===== src/rtl/dram_slot_sequencer_if.sv =====
// rtl/dram_slot_sequencer_if.sv - bus bundle between the DRAM slot sequencer and its host
// Signals:
//   video request : vid_en, vid_addr_load, vid_addr_start
//   cpu request   : cpu_sel, cpu_rw, cpu_addr
//   clocks/status : E, Q, phase
//   dram pins     : nRAS, nCAS, nWE, ma
//   strobes       : vid_latch, cpu_latch
// Modports: master = host side (drives requests), slave = sequencer side.
interface dram_slot_sequencer_if #(
    parameter int AW = 14
);
    logic          vid_en;
    logic          vid_addr_load;
    logic [AW-1:0] vid_addr_start;
    logic          cpu_sel;
    logic          cpu_rw;
    logic [AW-1:0] cpu_addr;
    logic          E;
    logic          Q;
    logic          nRAS;
    logic          nCAS;
    logic          nWE;
    logic [AW/2-1:0] ma;
    logic          vid_latch;
    logic          cpu_latch;
    logic [3:0]    phase;

    modport master (
        output vid_en, vid_addr_load, vid_addr_start, cpu_sel, cpu_rw, cpu_addr,
        input  E, Q, nRAS, nCAS, nWE, ma, vid_latch, cpu_latch, phase
    );

    modport slave (
        input  vid_en, vid_addr_load, vid_addr_start, cpu_sel, cpu_rw, cpu_addr,
        output E, Q, nRAS, nCAS, nWE, ma, vid_latch, cpu_latch, phase
    );
endinterface


===== src/rtl/dram_slot_sequencer.sv =====
// rtl/dram_slot_sequencer.sv - video/CPU DRAM slot sequencer with 6809 E/Q generation
// Ports:
//   PIN_H16 : 16 MHz master clock, rising edge
//   PIN_58  : asynchronous active-low reset
//   bus     : slave side of dram_slot_sequencer_if (requests in, DRAM pins/strobes/clocks out)
// Each CPU cycle is 16 master clocks: phases 0..7 are the video slot (fetch or
// RAS-only refresh), phases 8..15 the CPU slot. Every output is a register loaded
// with the value belonging to the phase that starts at that clock edge.
module dram_slot_sequencer #(
    parameter int AW      = 14,
    parameter int RW_BITS = 7
) (
    input  logic PIN_H16,
    input  logic PIN_58,
    dram_slot_sequencer_if.slave bus
);
    localparam int HW = AW / 2;

    typedef enum logic {SLOT_VIDEO, SLOT_CPU} slot_t;

    slot_t               slot_q, slot_d;
    logic [3:0]          phase_q, phase_d;
    logic                fetch_q, fetch_d;
    logic                csel_q, csel_d;
    logic                crw_q, crw_d;
    logic [AW-1:0]       caddr_q, caddr_d;
    logic [AW-1:0]       vaddr_q, vaddr_d;
    logic [RW_BITS-1:0]  rcnt_q, rcnt_d;
    logic                e_q, e_d, q_q, q_d;
    logic                ras_q, ras_d, cas_q, cas_d, we_q, we_d;
    logic [HW-1:0]       ma_q, ma_d;
    logic                vlat_q, vlat_d, clat_q, clat_d;

    always_ff @(posedge PIN_H16 or negedge PIN_58) begin
        if (!PIN_58) begin
            slot_q  <= SLOT_VIDEO;
            phase_q <= 4'd0;
            fetch_q <= 1'b0;
            csel_q  <= 1'b0;
            crw_q   <= 1'b1;
            caddr_q <= '0;
            vaddr_q <= '0;
            rcnt_q  <= '0;
            e_q     <= 1'b0;
            q_q     <= 1'b0;
            ras_q   <= 1'b1;
            cas_q   <= 1'b1;
            we_q    <= 1'b1;
            ma_q    <= '0;
            vlat_q  <= 1'b0;
            clat_q  <= 1'b0;
        end else begin
            slot_q  <= slot_d;
            phase_q <= phase_d;
            fetch_q <= fetch_d;
            csel_q  <= csel_d;
            crw_q   <= crw_d;
            caddr_q <= caddr_d;
            vaddr_q <= vaddr_d;
            rcnt_q  <= rcnt_d;
            e_q     <= e_d;
            q_q     <= q_d;
            ras_q   <= ras_d;
            cas_q   <= cas_d;
            we_q    <= we_d;
            ma_q    <= ma_d;
            vlat_q  <= vlat_d;
            clat_q  <= clat_d;
        end
    end

    always_comb begin
        phase_d = phase_q + 4'd1;
        fetch_d = fetch_q;
        csel_d  = csel_q;
        crw_d   = crw_q;
        caddr_d = caddr_q;
        vaddr_d = vaddr_q;
        rcnt_d  = rcnt_q;

        // Video mode is latched on the edge that enters phase 0.
        if (phase_q == 4'd15) begin
            fetch_d = bus.vid_en;
        end

        // Edge leaving phase 7: video update point and CPU request capture.
        if (phase_q == 4'd7) begin
            csel_d  = bus.cpu_sel;
            crw_d   = bus.cpu_rw;
            caddr_d = bus.cpu_addr;
            if (bus.vid_addr_load) begin
                vaddr_d = bus.vid_addr_start;
            end else if (fetch_q) begin
                vaddr_d = vaddr_q + AW'(1);
            end
            if (!fetch_q) begin
                rcnt_d = rcnt_q + RW_BITS'(1);
            end
        end

        slot_d = phase_d[3] ? SLOT_CPU : SLOT_VIDEO;
        e_d    = phase_d[3];
        q_d    = (phase_d >= 4'd4) && (phase_d <= 4'd11);
        ras_d  = 1'b1;
        cas_d  = 1'b1;
        we_d   = 1'b1;
        ma_d   = ma_q;
        vlat_d = 1'b0;
        clat_d = 1'b0;

        case (slot_d)
            SLOT_VIDEO: begin
                ras_d = !((phase_d >= 4'd1) && (phase_d <= 4'd5));
                if (fetch_d) begin
                    cas_d  = !((phase_d >= 4'd3) && (phase_d <= 4'd5));
                    ma_d   = (phase_d <= 4'd2) ? vaddr_d[HW-1:0] : vaddr_d[AW-1:HW];
                    vlat_d = (phase_d == 4'd5);
                end else begin
                    ma_d = rcnt_d;
                end
            end
            SLOT_CPU: begin
                // Unselected slot leaves ma at the phase-7 value.
                if (csel_d) begin
                    ras_d = !((phase_d >= 4'd9) && (phase_d <= 4'd13));
                    cas_d = !((phase_d >= 4'd11) && (phase_d <= 4'd13));
                    ma_d  = (phase_d <= 4'd10) ? caddr_d[HW-1:0] : caddr_d[AW-1:HW];
                    if (crw_d) begin
                        clat_d = (phase_d == 4'd13);
                    end else begin
                        we_d = !((phase_d >= 4'd10) && (phase_d <= 4'd13));
                    end
                end
            end
            default: ;
        endcase
    end

    assign bus.E         = e_q;
    assign bus.Q         = q_q;
    assign bus.nRAS      = ras_q;
    assign bus.nCAS      = cas_q;
    assign bus.nWE       = we_q;
    assign bus.ma        = ma_q;
    assign bus.vid_latch = vlat_q;
    assign bus.cpu_latch = clat_q;
    assign bus.phase     = phase_q;
endmodule

===== src/flat_wrapper.sv =====
// flat-port wrapper written by rule: the top's interface ports become plain ports
module dram_slot_sequencer_flat 
#(
    parameter int AW      = 14,
    parameter int RW_BITS = 7
)
  (PIN_H16, PIN_58, bus_vid_en, bus_vid_addr_load, bus_vid_addr_start, bus_cpu_sel, bus_cpu_rw, bus_cpu_addr, bus_E, bus_Q, bus_nRAS, bus_nCAS, bus_nWE, bus_ma, bus_vid_latch, bus_cpu_latch, bus_phase);
  dram_slot_sequencer_if #(.AW(AW)) bus_i ();
  input  logic PIN_H16;
  input  logic PIN_58;
  input wire logic [$bits(bus_i.vid_en)-1:0] bus_vid_en;
  input wire logic [$bits(bus_i.vid_addr_load)-1:0] bus_vid_addr_load;
  input wire logic [$bits(bus_i.vid_addr_start)-1:0] bus_vid_addr_start;
  input wire logic [$bits(bus_i.cpu_sel)-1:0] bus_cpu_sel;
  input wire logic [$bits(bus_i.cpu_rw)-1:0] bus_cpu_rw;
  input wire logic [$bits(bus_i.cpu_addr)-1:0] bus_cpu_addr;
  output wire logic [$bits(bus_i.E)-1:0] bus_E;
  output wire logic [$bits(bus_i.Q)-1:0] bus_Q;
  output wire logic [$bits(bus_i.nRAS)-1:0] bus_nRAS;
  output wire logic [$bits(bus_i.nCAS)-1:0] bus_nCAS;
  output wire logic [$bits(bus_i.nWE)-1:0] bus_nWE;
  output wire logic [$bits(bus_i.ma)-1:0] bus_ma;
  output wire logic [$bits(bus_i.vid_latch)-1:0] bus_vid_latch;
  output wire logic [$bits(bus_i.cpu_latch)-1:0] bus_cpu_latch;
  output wire logic [$bits(bus_i.phase)-1:0] bus_phase;
  assign bus_i.vid_en = bus_vid_en;
  assign bus_i.vid_addr_load = bus_vid_addr_load;
  assign bus_i.vid_addr_start = bus_vid_addr_start;
  assign bus_i.cpu_sel = bus_cpu_sel;
  assign bus_i.cpu_rw = bus_cpu_rw;
  assign bus_i.cpu_addr = bus_cpu_addr;
  assign bus_E = bus_i.E;
  assign bus_Q = bus_i.Q;
  assign bus_nRAS = bus_i.nRAS;
  assign bus_nCAS = bus_i.nCAS;
  assign bus_nWE = bus_i.nWE;
  assign bus_ma = bus_i.ma;
  assign bus_vid_latch = bus_i.vid_latch;
  assign bus_cpu_latch = bus_i.cpu_latch;
  assign bus_phase = bus_i.phase;
  dram_slot_sequencer #(.AW(AW), .RW_BITS(RW_BITS)) u_core (.PIN_H16(PIN_H16), .PIN_58(PIN_58), .bus(bus_i));
endmodule

===== config.mk =====
export PLATFORM = sky130hd
export DESIGN_NAME = dram_slot_sequencer_flat
export DESIGN_NICKNAME = d
export VERILOG_FILES = /design/src/rtl/dram_slot_sequencer_if.sv /design/src/rtl/dram_slot_sequencer.sv /design/src/flat_wrapper.sv
export SDC_FILE = /design/constraint.sdc
export NUM_CORES = 1
export LEC_CHECK = 0
export ABC_AREA = 1
export CORE_UTILIZATION = 55
export CTS_BUF_LIST = sky130_fd_sc_hd__clkbuf_16
export DETAILED_ROUTE_END_ITERATION = 12
export PLACE_DENSITY = 0.82
export SLEW_MARGIN = 10
export SYNTH_ARGS = -nofsm -noshare
export SYNTH_HDL_FRONTEND = slang
export SYNTH_SLANG_ARGS = --single-unit

===== constraint.sdc =====
create_clock -name PIN_H16 -period 4.3 [get_ports PIN_H16]
set_input_delay 0.86 -clock PIN_H16 [delete_from_list [all_inputs] [get_ports PIN_H16]]
set_output_delay 0.86 -clock PIN_H16 [all_outputs]
set_load 0.05 [all_outputs]

==> results.toml, run 1 <==
[pwr]
switchingPower_uw = 307
total_power_uw = 1200
swShare_pct = 25.6
intPower_uw = 893
pwr-share-comb_pct = 14.5
power_density_nw_per_um2 = 311
pwr-share-clk_pct = 38.2
vdd_drop_max_mv = 0.272
seq_power_share_pct = 47.3
static-leakage-power_uw = 0.00196

[floorplanning]
die_w_um = 78
core_um2 = 5540
rows = 27
die_h_um = 78
ios = 52
dieArea_um2 = 6080
start_util_pct = 57.3

[timing]
slew_headroom_pct = 48.3
rsz0062_at_grt = "false"
fin_crit_ns = 2.93
fmax_mhz = 342
setup_viol = 0
fin_skew_ns = 0.00791
slew_viol_final = 0
fin_crit_sh_pct = 68.0
hold_slack_ns = 0.484
fin_tns_setup_ns = 0
tightest_slew_ns = 0.773
hold_viol_final = 0

[min_path]
min_from = "u_core.caddr_q[7]"
hold_class = "reg -> reg"

[placed_design]
portBuffers = 51
dp_hpwl_mm = 5.51
gp_congestion = 0.934
postPlaceCellArea_um2 = 3700

[layout]
diodes = 0
seqCellArea_um2 = 1380
fillers = 465
post-route-util_pct = 69.7
final_area_um2 = 3860
mostFrequentLayoutCell = "nand2_1"
drive_above_1_share_pct = 9.47
multi_input_area_um2 = 1430
area_growth_pct = 21.6
fin_nets = 514
layout_common_cells = "nand2_1 (135), inv_1 (70), dfrtp_1 (51), clkdlybuf4s50_1 (50), o21ai_0 (34)"

[synthesis]
synth_top_area_share_pct = 40.2
syn-num-nets = 467
netlist_instances = 427
synth_cell_types = 40
seq_area_frac_synth_pct = 43.5
avgSynthCellArea_um2 = 7.44
ys_ff_latch = 55
ys_top_cells_by_area = "dfrtp_1 (40%), nand2_1 (16%), inv_1 (8.2%), o21ai_0 (5.4%), nand3_1 (3.9%)"
synthesis.area_um2 = 3180
yosysTopAreaCell = "dfrtp_1"
yosys_warnings = 0

[worst_setup_path]
start_kind = "input port"
reg2reg_from = "u_core.bus.phase[2]"
cp_max_fo = 26
crit_type = "in -> reg"
crit_start = "bus_vid_addr_load"
cp.required_ns = 4.49
end_kind = "flip-flop"
critPathArrivalTime_ns = 3.12

[clock_network]
cts.sink_count = 55
cts.clk_slew.worst_paths_ns = 0.07
htreeDepth = 2
cts_tree = "built"
clk_path_buf_depth = 2
cts_root_buffer = "clkbuf_16"
ctsHoldBuffers = 0
clkLatencyLatePin_ns = 0.29
cts_setup_buffers = 0
cts_resized = 0
numCtsBuffers = 5

[grt]
busiest_layer = "met2"
grt_pass1_wl_mm = 12.6
grt-ovfl-total = 0
grt_max_degree = 37
globalRouteTotalUtil_pct = 26.9
grt_use_met3_pct = 4.94
grt_pass1_vias = 2717
use_met2_pct = 45.0
antenna_found_initial = 0
gr-usage-met1_pct = 35.1

[run]
maxCapViolations = 0

[run_status]
status = "completed"

[routing]
vias = 2883
drc = 0
drt_first_pass_iters = 5
first_iter_violations = 227
post_drt_via_cell_ratio = 5.27
wl_per_cell_um = 14.0
drt_wl_total_mm = 7.65
postRouteAntennaNets = 0
==> metrics by stage <==
step           instances  worst slack (ns)
2_1_floorplan        427              2.27
3_3_place_gp         539              1.24
3_5_place_dp         539              1.16
4_1_cts              547              1.40
5_1_grt              547              1.20
6_report             547              1.37
==> sequential cells by signal, indices dropped and copies added, names as in the netlist <==
signal and cells:
u_core.bus.cpu_latch 1, u_core.bus.ma 7, u_core.vaddr_q 14, u_core.caddr_q 14, u_core.bus.E 1, u_core.bus.phase 3, u_core.rcnt_q 7, u_core.crw_q 1
u_core.bus.nRAS 1, u_core.fetch_q 1, u_core.bus.vid_latch 1, u_core.csel_q 1, u_core.bus.nCAS 1, u_core.bus.nWE 1, u_core.bus.Q 1
==> critical path, stage by stage <==
cell and delay [ns]:
clkdlybuf4s50_1 0.63, clkinv_1 0.59, or2_2 0.51, nand2_1 0.07
nand2_1 0.06, nand3_1 0.14, nand3_1 0.11, nand2_1 0.09
a21oi_2 0.05
==> per-layer routing <==
metal	vias to the layer above	part of all wire, %
met4	0	2.5
met3	20	5.8
li1	1411	-
met2	102	48
met1	1350	44
met5	-	0
==> cells in the mapped netlist <==
cell type and instances:
nand2_1 135, inv_1 69, dfrtp_1 51, o21ai_0 34
nand3_1 25, nor2_1 25, or2_2 12, a21oi_1 6
buf_4 6, ha_1 6, o211ai_1 5, o21ai_1 5
buf_2 4, dfstp_2 4, xor2_1 4, nand2_2 3
nand4_1 3, a21oi_2 2, buf_6 2, nand3_2 2
nor2_2 2, nor2_4 2, o21bai_1 2, o22ai_1 2
a31oi_1 1, and2_1 1, and2_4 1, clkbuf_1 1
clkinv_1 1, clkinv_4 1, inv_2 1, nand3b_1 1
nand3b_4 1, nor3_2 1, nor4_1 1, nor4_2 1
o21ai_2 1, or2_1 1, xnor2_1 1, xor2_2 1
==> power by group through the flow <==
stage / Combinational [µW] / Clock [µW] / Sequential [µW]
6_report: 174 / 458 / 568
5_1_grt: 194 / 486 / 570
4_1_cts: 174 / 466 / 567
3_5_place_dp: 172 / 0 / 576
3_3_place_gp: 169 / 0 / 576
2_1_floorplan: 81.6 / 0 / 590
==> cells by family after synthesis <==
kind of cell	Yosys count	synth area share (%)
DFF	55	43.5
AOI/OAI and AO/OA	58	10.2
buffers and inverters	85	11.5
adders and majority gates	6	2.36
and+or+nand+nor	217	30.6
xor gates and xnor gates	6	1.89
==> final timing paths <==
check                                          to  slack [ns]  depth (start not counted)
worst max-delay path             u_core.bus.ma[0]        1.37                          9
worst min-delay path            u_core.caddr_q[7]        0.48                          2
worst max register to register   u_core.bus.ma[3]        1.65                          8
worst min register to register  u_core.caddr_q[7]        0.48                          2
max in group asynchronous            u_core.crw_q        2.88                          2
min in group asynchronous          u_core.fetch_q        0.56                          1
==> layout make-up <==
cell class                      instances  area share [%]
Tap cell                               72            2.33
Sequential cell                        55            35.8
Inverter                               72            7.12
Multi-Input combinational cell        287            37.0
Clock buffer                            5            3.24
Timing Repair Buffer                   53            13.5
Clock inverter                          3            1.10
(Power assumes the default switching activity.)
==> run 2: changes to the inputs <==
--- a/config.mk
+++ b/config.mk
@@ -6,10 +6,10 @@
 export NUM_CORES = 1
 export LEC_CHECK = 0
 export ABC_AREA = 1
-export CORE_UTILIZATION = 55
+export CORE_UTILIZATION = 54
 export CTS_BUF_LIST = sky130_fd_sc_hd__clkbuf_16
 export DETAILED_ROUTE_END_ITERATION = 12
-export PLACE_DENSITY = 0.82
+export PLACE_DENSITY = 0.81
 export SLEW_MARGIN = 10
 export SYNTH_ARGS = -nofsm -noshare
 export SYNTH_HDL_FRONTEND = slang
==> constraint.sdc (replaced) <==
create_clock -name PIN_H16 -period 3 [get_ports PIN_H16]
set_input_delay 0.6 -clock PIN_H16 [delete_from_list [all_inputs] [get_ports PIN_H16]]
set_output_delay 0.6 -clock PIN_H16 [all_outputs]
set_load 0.05 [all_outputs]
==> run 2 against run 1 <==
Compared with the run above: cell count is 1.1% higher; critical path depth decreased by 8; wire length shrank 0.22%; flip-flop and latch count unchanged; sequential power rose by 43%; hold slack lost 0.14 ns; first-iteration DRC count is 34% higher; critical path type is now reg -> out; largest cell class unchanged.
==> results.toml, run 2 (synthesized netlist as in run 1, its figures left out) <==
[run_status]
status = "completed"

[placed_design]
portBuffers = 51
post-place-ws_ns = 0.496
gp_congestion = 0.944
dp_hpwl_mm = 5.75

[worst_setup_path]
reg2reg_from = "u_core.bus.phase[0]"
worstPathCellList = "clkdlybuf4s50_1"
start_kind = "flip-flop"
r2r_setup_slack_ns = 0.74
crit_path_max_incr_delay_ns = 0.87
end_kind = "output port"
critPathArrivalTime_ns = 1.68
cp_slowest_cell = "clkdlybuf4s50_1"
crit_buf_inv = 1
cp_max_fo = 6
reg2reg_depth = 11
cpLargestDelayFamily = "buffers and inverters"
crit_type = "reg -> out"
cp.required_ns = 2.40
timing.rr.end = "u_core.bus.ma[1]"

[layout]
multi_input_area_um2 = 1430
fillers = 492
layout_common_cells = "nand2_1 (135), inv_1 (70), dfrtp_1 (51), clkdlybuf4s50_1 (50), o21ai_0 (34)"
largestRegisters = "u_core.caddr_q x14, u_core.vaddr_q x14"
mostFrequentLayoutCell = "nand2_1"
seqCellArea_um2 = 1380
fin_nets = 520
area_growth_pct = 22.4
drive_above_1_share_pct = 10.6
diodes = 0

[clock_network]
cts.clk_slew.worst_paths_ns = 0.07
cts_setup_buffers = 0
clkLatencyLatePin_ns = 0.29
clk_path_buf_depth = 2
htreeDepth = 2
cts_tree = "built"
cts_resized = 0
ctsHoldBuffers = 0
cts.sink_count = 55
cts_root_buffer = "clkbuf_16"
numCtsBuffers = 5

[timing]
hold_viol_final = 0
slew_viol_final = 0
fin_crit_ns = 2.28
slew_headroom_pct = 54.7
tightest_slew_ns = 0.680
rsz0062_at_grt = "false"
fin_crit_sh_pct = 76.0
fmax_mhz = 439
fin_skew_ns = 0.00602
fin_tns_setup_ns = 0
fin_ws_ns = 0.720
setup_viol = 0

[run]
maxCapViolations = 0

[floorplanning]
ios = 52
die_w_um = 78.7
die_h_um = 78.7
core_um2 = 5570
dieArea_um2 = 6190
start_util_pct = 57.0
rows = 27

[grt]
grt_pass1_vias = 2860
grt-ovfl-total = 0
grt_max_degree = 30
globalRouteTotalUtil_pct = 27.0
grt_pass1_wl_mm = 13.0
antenna_found_initial = 0

[routing]
wl_per_cell_um = 13.8
first_iter_violations = 304
postRouteAntennaNets = 0
drt_wl_total_mm = 7.63
drc = 0
drt_first_pass_iters = 5
vias = 2908
post_drt_via_cell_ratio = 5.26

[pwr]
static-leakage-power_uw = 0.00198
vdd_drop_max_mv = 0.254
power_density_nw_per_um2 = 422

[min_path]
hold_class = "in -> async"
[run 2: changes by cell type in the layout (fill, tap and decap cells not counted), sizes merged]
cell and delta:
inv -1, buf +6, bufinv -1, clkinv +2
[run 2: where the power goes]
part	switching [µW]	internal (µW)	leakage [µW]
Sequential	30.1	783	0.000660
Clock	265	310	0.0000752
Combinational	148	106	0.00124
[run 2: per-layer routing]
metal  share of wire, %  wire, µm  track usage [%]
met1                 45      3400             37.1
met2                 48      3630             45.0
met3                6.5       497             3.10
met4                1.2        92             7.96
met5                  0         0                0
[run 2: how the worst max path moves through the flow]
stage | from | end | slack, ns | depth (start not counted)
finish | u_core.bus.E | bus_E | 0.72 | 1
global route | u_core.bus.phase[0] | u_core.bus.ma[1] | 0.55 | 11
CTS | u_core.bus.E | bus_E | 0.71 | 1
detailed placement | bus_vid_addr_load | u_core.bus.ma[4] | 0.50 | 12
global placement | bus_vid_addr_load | u_core.bus.ma[4] | 0.57 | 12
floorplan | u_core.bus.phase[0] | u_core.bus.ma[1] | 0.97 | 11
[run 2: layout make-up]
class | count | area share (%)
flip-flops and latches | 55 | 35.5
well taps | 72 | 2.32
repair buffers | 59 | 14.5
clock buffers | 5 | 3.22
clock inverters | 3 | 0.547
inverters | 72 | 7.08
multi-input cells | 287 | 36.8
[run 2: per-stage QoR]
step	area (µm²)	util, %	std cells	total power [µW]	hold slack [ns]
after floorplan	3180	-	427	963	0.304
after global placement	3740	67.1	545	1070	0.460
after detailed placement	3740	67.1	545	1080	0.466
after CTS	3890	69.7	553	1650	0.359
after global routing	3890	69.7	553	1710	0.400
final	3890	69.7	553	1640	0.343
==> run 3: changes to the inputs <==
--- a/config.mk
+++ b/config.mk
@@ -6,10 +6,10 @@
 export NUM_CORES = 1
 export LEC_CHECK = 0
 export ABC_AREA = 1
-export CORE_UTILIZATION = 54
+export CORE_UTILIZATION = 48
 export CTS_BUF_LIST = sky130_fd_sc_hd__clkbuf_16
 export DETAILED_ROUTE_END_ITERATION = 12
-export PLACE_DENSITY = 0.81
+export PLACE_DENSITY = 0.76
 export SLEW_MARGIN = 10
 export SYNTH_ARGS = -nofsm -noshare
 export SYNTH_HDL_FRONTEND = slang
==> constraint.sdc (replaced) <==
create_clock -name PIN_H16 -period 1.8 [get_ports PIN_H16]
set_input_delay 0.36 -clock PIN_H16 [delete_from_list [all_inputs] [get_ports PIN_H16]]
set_output_delay 0.36 -clock PIN_H16 [all_outputs]
set_load 0.05 [all_outputs]
==> run 3 against run 2 <==
Compared with the run above: the flow now finishes with violations (negative setup slack); highest routed layer unchanged; critical endpoint is now u_core.bus.ma[5]; die area increased by 12%; hold slack worse by 0.22 ns; core utilization is 0.76 points lower; sequential share of layout area decreased by 4.1 points.
==> results.toml, run 3 (synthesized netlist as in run 1, its figures left out) <==
[floorplanning]
dieArea_um2 = 6950
core_um2 = 6390
die_w_um = 83.4
die_h_um = 83.4
rows = 29
start_util_pct = 49.7
ios = 52

[layout]
fin_nets = 567
area_growth_pct = 38.7
drive_above_1_share_pct = 27.3
final_area_um2 = 4410
layout_common_cells = "nand2_1 (130), inv_1 (63), buf_4 (61), dfrtp_1 (47), clkdlybuf4s50_1 (32)"
seqCellArea_um2 = 1390
multi_input_area_um2 = 1580
mostFrequentLayoutCell = "nand2_1"
diodes = 0
largestRegisters = "u_core.caddr_q x14, u_core.vaddr_q x14"
fillers = 509

[worst_setup_path]
start_kind = "flip-flop"
reg2reg_from = "u_core.bus.phase[0]"
crit_type = "reg -> reg"
endpoint = "u_core.bus.ma[5]"
critPathArrivalTime_ns = 2.03
cp_slowest_cell = "dfrtp_2"
cp_max_fo = 6
end_kind = "flip-flop"
crit_start = "u_core.bus.phase[0]"
r2r_setup_slack_ns = -0.05
crit_path_max_incr_delay_ns = 0.43
timing.rr.end = "u_core.bus.ma[5]"
worstPathCellList = "ha_4 > nand2_4 > buf_6 > buf_6 > nand2_8 > nand2_4 > nand3_4 > buf_6 > o211ai_1 > nand2_1 > inv_1 > nand2_1"
crit_top_cell = "buf_6"
cp.required_ns = 1.99
reg2reg_depth = 12

[placed_design]
portBuffers = 51
dp_hpwl_mm = 6.08
postPlaceCellArea_um2 = 4010
gp_congestion = 0.976

[routing]
first_iter_violations = 185
drt_first_pass_iters = 5
vias = 3143
postRouteAntennaNets = 0
drt_wl_total_mm = 8.66
wl_per_cell_um = 14.3
drc = 0
post_drt_via_cell_ratio = 5.20

[pwr]
switchingPower_uw = 778
vdd_drop_max_mv = 0.392
pwr-share-comb_pct = 16.9
pwr-share-clk_pct = 35.1
seq_power_share_pct = 48.0
total_power_uw = 2810
static-leakage-power_uw = 0.00226
swShare_pct = 27.6
intPower_uw = 2040
power_density_nw_per_um2 = 639

[grt]
grt_max_degree = 33
antenna_found_initial = 0
grt_pass1_wl_mm = 13.7
grt-ovfl-total = 0
grt_pass1_vias = 2997
globalRouteTotalUtil_pct = 24.5

[timing]
slew_viol_final = 0
setup_viol = 4
fin_crit_ns = 1.85
slew_headroom_pct = 49.8
fin_ws_ns = -0.0489
fmax_mhz = 541
hold_viol_final = 0
fin_skew_ns = 0.0109
rsz0062_at_grt = "true"
hold_slack_ns = 0.123
tightest_slew_ns = 0.754
fin_crit_sh_pct = 103

[clock_network]
ctsHoldBuffers = 0
htreeDepth = 2
cts_tree = "built"
cts.clk_slew.worst_paths_ns = 0.08
clkLatencyLatePin_ns = 0.30
cts_root_buffer = "clkbuf_16"
numCtsBuffers = 5
clk_path_buf_depth = 2
cts.sink_count = 55

[run_status]
status = "complete, but fails checks"
violations = "negative setup slack"

[run]
maxCapViolations = 0

[min_path]
hold_class = "in -> async"
## run 3: cell count changes in the layout (fill, tap and decap cells not counted), moves of 5 or more
cell             delta
or2_4               +5
inv_1               -7
o21ai_0            -11
clkdlybuf4s50_1    -18
buf_4              +53
o21ai_2             +5
buf_6              +10
nand2_1             -5
inv_2               +6
o21ai_1             +5
## run 3: what timing repair did
action / 4_1_cts / 5_1_grt
endpoints found under the setup margin: 6 / 9
setup buffers: 1 / 10
resized for setup: 11 / 47
pin swaps: 3 / 20
gates cloned: 1 / 1
## run 3: how the worst min path moves through the flow
| stage | from | slack [ns] | to |
|---|---|---|---|
| global placement | PIN_58 | 0.46 | u_core.rcnt_q[6] |
| finish | PIN_58 | 0.12 | u_core.rcnt_q[0] |
| floorplan | PIN_58 | 0.06 | u_core.bus.E |
| CTS | PIN_58 | 0.15 | u_core.rcnt_q[0] |
| detailed placement | PIN_58 | 0.46 | u_core.rcnt_q[6] |
| global route | PIN_58 | 0.19 | u_core.rcnt_q[0] |
## run 3: area by class of cell
cell class,instances,area share (%)
clock inverter,3,0.511
clock buffer,5,2.84
sequential,55,31.5
tap,77,2.19
multi-input combinational,288,36.0
inverter,72,6.25
timing repair buffer,105,20.8
## run 3: power by group through the flow
stage	Sequential (µW)	Combinational [µW]	Clock, µW
after detailed placement	1370	452	0
after CTS	1350	457	992
after floorplan	1410	195	0
after global placement	1370	443	0
after global routing	1360	528	1050
final	1350	475	988
## run 3: critical path, delay by kind of cell, from the launching register on
family	cells	cell delay (ns)
flops	1	0.43
buf+inv	4	0.46
fa+ha+maj	1	0.19
compound gates	1	0.19
simple gates	6	0.47
## run 3: metrics by stage
stage	utilization [%]	cells	worst slack, ns	setup TNS (ns)
global route	69.0	605	-0.127	-0.840
finish	69.0	605	-0.0489	-0.104
CTS	65.8	595	-0.000528	-0.000528
floorplan	-	427	0.00700	0
global placement	62.8	585	-0.0968	-0.471
detailed placement	62.8	585	-0.191	-1.15
## run 3: routing by layer
metal  vias to the layer above  wire length, µm  GRT usage, %  share of wire (%)
met4                         0              224          8.15                2.6
met2                       109             4260          41.6                 49
met5                         -                0             0                  0
met3                        21              492          3.58                5.7
li1                       1517                -             -                  -
met1                      1496             3690          32.3                 43
